`src/rtl/softmax_norm_seq.sv`:
```
// Pseudo-softmax normaliser: buffers N exponent values, normalises their sum for
// reciprocal_pwl, then streams each element scaled by the returned reciprocal.
//
// state | meaning
// LOAD  | accept N input elements, accumulate sum
// NORM  | find leading one of sum, drive aligned mantissa to reciprocal_pwl
// WAIT  | let reciprocal_pwl settle for RECIP_LAT cycles, latch its result
// EMIT  | stream scaled elements with valid/ready, last on element N-1
module softmax_norm_seq #(
    parameter int N         = 4,
    parameter int RECIP_LAT = 1
) (
    input  logic       clk,
    input  logic       rst,
    input  logic       in_valid,
    output logic       in_ready,
    input  logic [7:0] in_data,
    output logic [7:0] recip_in,
    input  logic [7:0] recip_out,
    output logic       out_valid,
    input  logic       out_ready,
    output logic [7:0] out_data,
    output logic       out_last,
    output logic       busy
);

    localparam int IW = $clog2(N);
    localparam int SW = 8 + IW;
    localparam int CW = (RECIP_LAT > 1) ? $clog2(RECIP_LAT) : 1;
    localparam logic [IW-1:0] LAST_IDX = IW'(N - 1);

    typedef enum logic [1:0] {LOAD, NORM, WAIT, EMIT} state_t;

    state_t          state;
    logic [IW-1:0]   idx;
    logic [IW-1:0]   nxt_idx;
    logic [SW-1:0]   sum;
    logic [3:0]      p;
    logic [7:0]      r;
    logic [CW-1:0]   wait_cnt;
    logic            zero_flag;
    logic [7:0]      elem_buf [N];

    function automatic logic [3:0] lead_one(input logic [SW-1:0] v);
        logic [3:0] pos;
        pos = 4'd0;
        for (int i = 0; i < SW; i++)
            if (v[i]) pos = 4'(i);
        return pos;
    endfunction

    // Mantissa with leading one at bit 7; represents m/256.
    function automatic logic [7:0] align(input logic [SW-1:0] v, input logic [3:0] pos);
        logic [SW-1:0] t;
        if (pos < 4'd7) t = v << (4'd7 - pos);
        else            t = v >> (pos - 4'd7);
        return t[7:0];
    endfunction

    function automatic logic [7:0] scale(input logic [7:0] e, input logic [7:0] rr,
                                         input logic [3:0] pos);
        logic [15:0] prod;
        logic [15:0] sh;
        prod = 16'(e) * 16'(rr);
        sh   = prod >> pos;
        return (sh > 16'd255) ? 8'hFF : sh[7:0];
    endfunction

    always_comb begin
        nxt_idx = idx + 1'b1;
    end

    always_ff @(posedge clk) begin
        if (rst) begin
            state     <= LOAD;
            idx       <= '0;
            sum       <= '0;
            p         <= '0;
            r         <= '0;
            wait_cnt  <= '0;
            zero_flag <= 1'b0;
            recip_in  <= '0;
            out_valid <= 1'b0;
            out_data  <= '0;
            out_last  <= 1'b0;
            busy      <= 1'b0;
            in_ready  <= 1'b1;
        end else begin
            case (state)
                LOAD: begin
                    if (in_valid && in_ready) begin
                        elem_buf[idx] <= in_data;
                        sum           <= sum + SW'(in_data);
                        if (idx == LAST_IDX) begin
                            idx      <= '0;
                            in_ready <= 1'b0;
                            busy     <= 1'b1;
                            state    <= NORM;
                        end else begin
                            idx <= nxt_idx;
                        end
                    end
                end
                NORM: begin
                    p <= lead_one(sum);
                    if (sum == '0) begin
                        // Nothing to normalise: skip the reciprocal round trip entirely.
                        zero_flag <= 1'b1;
                        out_valid <= 1'b1;
                        out_data  <= '0;
                        out_last  <= 1'b0;
                        state     <= EMIT;
                    end else begin
                        recip_in <= align(sum, lead_one(sum));
                        wait_cnt <= CW'(RECIP_LAT - 1);
                        state    <= WAIT;
                    end
                end
                WAIT: begin
                    if (wait_cnt == '0) begin
                        r         <= recip_out;
                        out_valid <= 1'b1;
                        out_data  <= scale(elem_buf[0], recip_out, p);
                        out_last  <= 1'b0;
                        state     <= EMIT;
                    end else begin
                        wait_cnt <= wait_cnt - 1'b1;
                    end
                end
                EMIT: begin
                    if (out_ready) begin
                        if (idx == LAST_IDX) begin
                            idx       <= '0;
                            sum       <= '0;
                            zero_flag <= 1'b0;
                            out_valid <= 1'b0;
                            out_last  <= 1'b0;
                            busy      <= 1'b0;
                            in_ready  <= 1'b1;
                            state     <= LOAD;
                        end else begin
                            idx      <= nxt_idx;
                            out_data <= zero_flag ? 8'd0 : scale(elem_buf[nxt_idx], r, p);
                            out_last <= (nxt_idx == LAST_IDX);
                        end
                    end
                end
                default: state <= LOAD;
            endcase
        end
    end

endmodule

```
`config.mk`:
```
export PLATFORM = sky130hd
export DESIGN_NAME = softmax_norm_seq
export DESIGN_NICKNAME = d
export VERILOG_FILES = /design/src/rtl/softmax_norm_seq.sv
export SDC_FILE = /design/constraint.sdc
export NUM_CORES = 1
export LEC_CHECK = 0
export CORE_MARGIN = 3
export CORE_UTILIZATION = 40
export CTS_BUF_LIST = sky130_fd_sc_hd__clkbuf_16
export CTS_CLUSTER_DIAMETER = 150
export DETAILED_ROUTE_END_ITERATION = 6
export GPL_ROUTABILITY_DRIVEN = 0
export PLACE_DENSITY_LB_ADDON = 0.08
export SYNTH_ARGS = -nofsm -noshare
export SYNTH_HDL_FRONTEND = slang
export SYNTH_SLANG_ARGS = --single-unit
```
`constraint.sdc`:
```
create_clock -name clk -period 7.58 [get_ports clk]
set_input_delay 1.516 -clock clk [delete_from_list [all_inputs] [get_ports clk]]
set_output_delay 1.516 -clock clk [all_outputs]
set_load 0.02 [all_outputs]
```
==> summary by stage <==
STA
Once routing completed, OpenROAD measured the worst setup slack at 0.372 ns. For the final routed database, the setup TNS stands at 0 ns. The minimum clock period is 7.21 ns. The number of hold-slack violations in the final timing report is 0.

The final hold slack is between 0.4 and 0.5 ns. The top achievable clock speed is 0.139 GHz. The number of failing setup endpoints in the final timing report is 0. For the final database, setup skew stands at 0.0162 ns.

The ratio of final minimum period to clock period is 95.1%. The transition at the pin with the smallest max-transition slack is 0.914 ns. Setup repair after global routing left no endpoint under its margin.

Measured against its own limit, the worst slew margin works out to 39.0%. The final number of max-transition violations is 0.

Finish
The signed area change from the synthesized netlist to the final layout is 9.02%. The number of nets in the layout is 1404. The area of the multi-input gates is 7830 µm². The register cell area after layout is 1900 µm².

The share of the core filled with cells in the final layout is 44.9%. Once layout is complete, the cells apart from fillers number roughly 1600. In the final layout, the share of cells above drive strength 1 is 7.34%. The filler cells instantiated in the layout total between 2000 and 3000. After routing the design area is 11500 µm². 0 antenna diodes ended up in the layout.

Critical path
The maximum fanout along the worst path is 11. The startpoint kind of the worst setup timing path is a flip-flop. The worst endpoint required time is just under 8 ns. The signal arrival time at the worst endpoint is 7.45 ns. The critical path is of the reg -> reg type. STA classifies the critical path endpoint as a flip-flop.

Floorplanning
After floorplanning, the core was divided into 58 placement rows. For this configuration, the core starts out at a cell density of 41.2%. The die area is between 20000 and 30000 µm².

The area of the placeable core is 25500 µm². 40 I/O pins were placed. The die span in y is around 170 µm.

In this run the horizontal extent of the chip is 168 µm.

Yosys
Sorting the synthesized cells by how often they occur yields inv_1, and2_1, nand2_1. The synthesized instance count is 1219. After synthesis, the largest family of logic cells by area is adder cells. After Yosys synthesis, and, or, nand and nor cells account for 19.7% of the synthesized area. The number of synthesized register bits is 79. The xor and xnor fraction of the mapped netlist area is 2.25%.

After synthesis, flip-flops and latches occupy 18.1% of the total area. Sorting the synthesized cells by area gives the leading types as fa_1, ha_1, edfxtp_1. The net count after synthesis is between 1000 and 1500.

The library cell with the largest summed area after synthesis is fa_1. The cell area after technology mapping is 10500 µm². The synthesized area per cell is about 8.6 µm². The synthesized design contains 32 enable-type register cells. In this run, distinct cell masters in the synthesized netlist total 87. Of the post-synthesis cell area, the dominant cell type holds 13.9%.

The synthesized netlist devotes 19.1% of its cell area to compound gates. By instance count, the leading cell after synthesis is inv_1. The synthesized netlist devotes 24.6% of its cell area to adder and majority cells.

The async set-or-reset flop fraction in the synthesized netlist is 0%. Yosys printed 0 warnings. The most instantiated flip-flop cell in the synthesis netlist is dfxtp_1.

The fraction of synthesized area in multiplexers is 8.84%.

Routing
The pre-antenna-repair detailed-routing pass consisted of 5 iterations. The number of DRC markers in iteration 0 is 645. Dividing the detail-routed via count by the number of cells gives 5.66. The average wire per cell in the routed design is roughly 19 µm.

The post-detailed-route DRC marker count is 0. Across all layers, the routed design uses ~8800 vias. The total routed wirelength is 29500 µm. The number of nets still failing antenna checks after routing is 0.

CTS
The count of hold-fix buffers inserted at cts is 0. The maximum buffer depth of the clock tree is 2. For the worst-skew pair, the clock arrives at the later sink with an insertion delay of 0.35 ns. The clock buffer count from CTS is 9. Post-CTS timing repair inserted 0 buffers for setup. The tree built by TritonCTS fans out to a little under 80 sinks. The number of gates given a new drive strength after cts is 0. CTS built an H-tree with a depth of 3. The root buffer cell chosen for the clock tree is clkbuf_16. The TritonCTS clock tree is yes. The clock-pin slew on the worst setup and hold paths is 0.08 ns.

Pwr
IR analysis of the VDD net gives a maximum drop of 0.000253 V. The power after layout is between 4 and 5 mW. The analysis attributes to cell leakage a power of 4.98 nW. Power spread over the standard cell area amounts to around 400 nW/µm².

Placed design
The area after detailed placement is 11200 µm². At the placement stage, the worst setup path has a slack of slightly above 0.003 ns. The half-perimeter wire length of the detailed placement result is 23000 µm.

The number of port buffers is 39. The number of placed cells counting well taps is 1540.

Status
The flow ran to the end, and the final reports show no timing, DRC or antenna violations.

GRT
The overall global routing resource usage is a little over a fifth. The number of antenna violations at the first check in global routing is 0. The remaining global-route overflow is 0. Entering global routing, the biggest net connects 44 pins. The first global-routing pass estimated 48600 µm of wire. The number of global-route vias before repair is 8920.

Flow run
The max-capacitance violation count is 0.

Min path
The path class of the tightest hold or removal check is reg -> reg.
[cell type report]
type	instances	share of cell area (%)
multi-input combinational	940	68.3
clock buffer	9	1.96
clock inverter	7	0.513
tap	330	3.60
inverter	132	4.32
timing repair buffer	59	4.71
sequential	79	16.6
[kinds of logic after synthesis]
family          after synthesis
fa+ha+maj                   163
buf+inv                     200
flops                        79
simple gates                405
compound gates              282
xor+xnor                     27
mux                          63
[state kept, by name, summed over array words and instances, names as in the netlist]
| name | flops |
|---|---|
| elem_buf | 32 |
| recip_in | 8 |
| sum | 10 |
| idx | 2 |
| out_valid | 1 |
| out_data | 8 |
| out_last | 1 |
| r | 8 |
| p | 4 |
| zero_flag | 1 |
| busy | 1 |
| state | 2 |
| in_ready | 1 |
[power breakdown]
part / switching [mW] / total, mW / internal, mW / leakage (nW)
Clock: 0.210 / 0.439 / 0.229 / 0.144
Combinational: 2.22 / 3.66 / 1.44 / 4.17
Sequential: 0.114 / 0.629 / 0.515 / 0.672
[path summary, 6_finish.rpt]
| check | endpoint | from | depth (start not counted) | slack, ns |
|---|---|---|---|---|
| setup / recovery | out_data[1]$_SDFFE_PP0P_ | idx[1]$_SDFFE_PP0P_ | 20 | 0.37 |
| hold / removal | zero_flag$_SDFFE_PP0P_ | zero_flag$_SDFFE_PP0P_ | 2 | 0.48 |
| setup reg to reg | out_data[1]$_SDFFE_PP0P_ | idx[1]$_SDFFE_PP0P_ | 20 | 0.37 |
| hold reg to reg | zero_flag$_SDFFE_PP0P_ | zero_flag$_SDFFE_PP0P_ | 2 | 0.48 |
[critical path: stages, from the launching register on]
cell and delay [ns]:
dfxtp_1 0.41, inv_1 0.09, ha_1 0.55, mux4_2 0.51, and2_1 0.23, fa_1 0.53
inv_1 0.06, fa_1 0.50, fa_1 0.55, inv_1 0.06, fa_1 0.42, ha_1 0.44
a21oi_2 0.32, o22ai_1 0.18, a311o_1 0.42, or3_1 0.41, a221oi_1 0.34, o2111ai_1 0.21
a211oi_4 0.36, nand2_1 0.16, a221o_1 0.34
[layer usage]
layer	part of all wire, %	up-vias	track usage [%]
met4	2.4	0	6.08
met2	47	153	35.2
li1	-	4313	-
met5	0	-	0
met1	47	4306	29.3
met3	2.7	39	2.54
[cell usage in the layout, fill, tap and decap left out, types with 15 or more instances in the layout]
cell type / count
nand3_1: 22
a211oi_1: 18
dfxtp_1: 47
a21oi_1: 60
nand2_1: 95
inv_1: 131
xnor2_1: 16
edfxtp_1: 32
mux4_2: 23
o211ai_1: 18
fa_1: 73
o21ai_0: 46
and2_1: 101
ha_1: 90
nor2_1: 90
buf_4: 20
a21o_1: 16
clkdlybuf4s50_1: 39
nor3_1: 22
mux2i_1: 31
a31oi_1: 15
No activity file was read; power rests on OpenSTA's default activity.
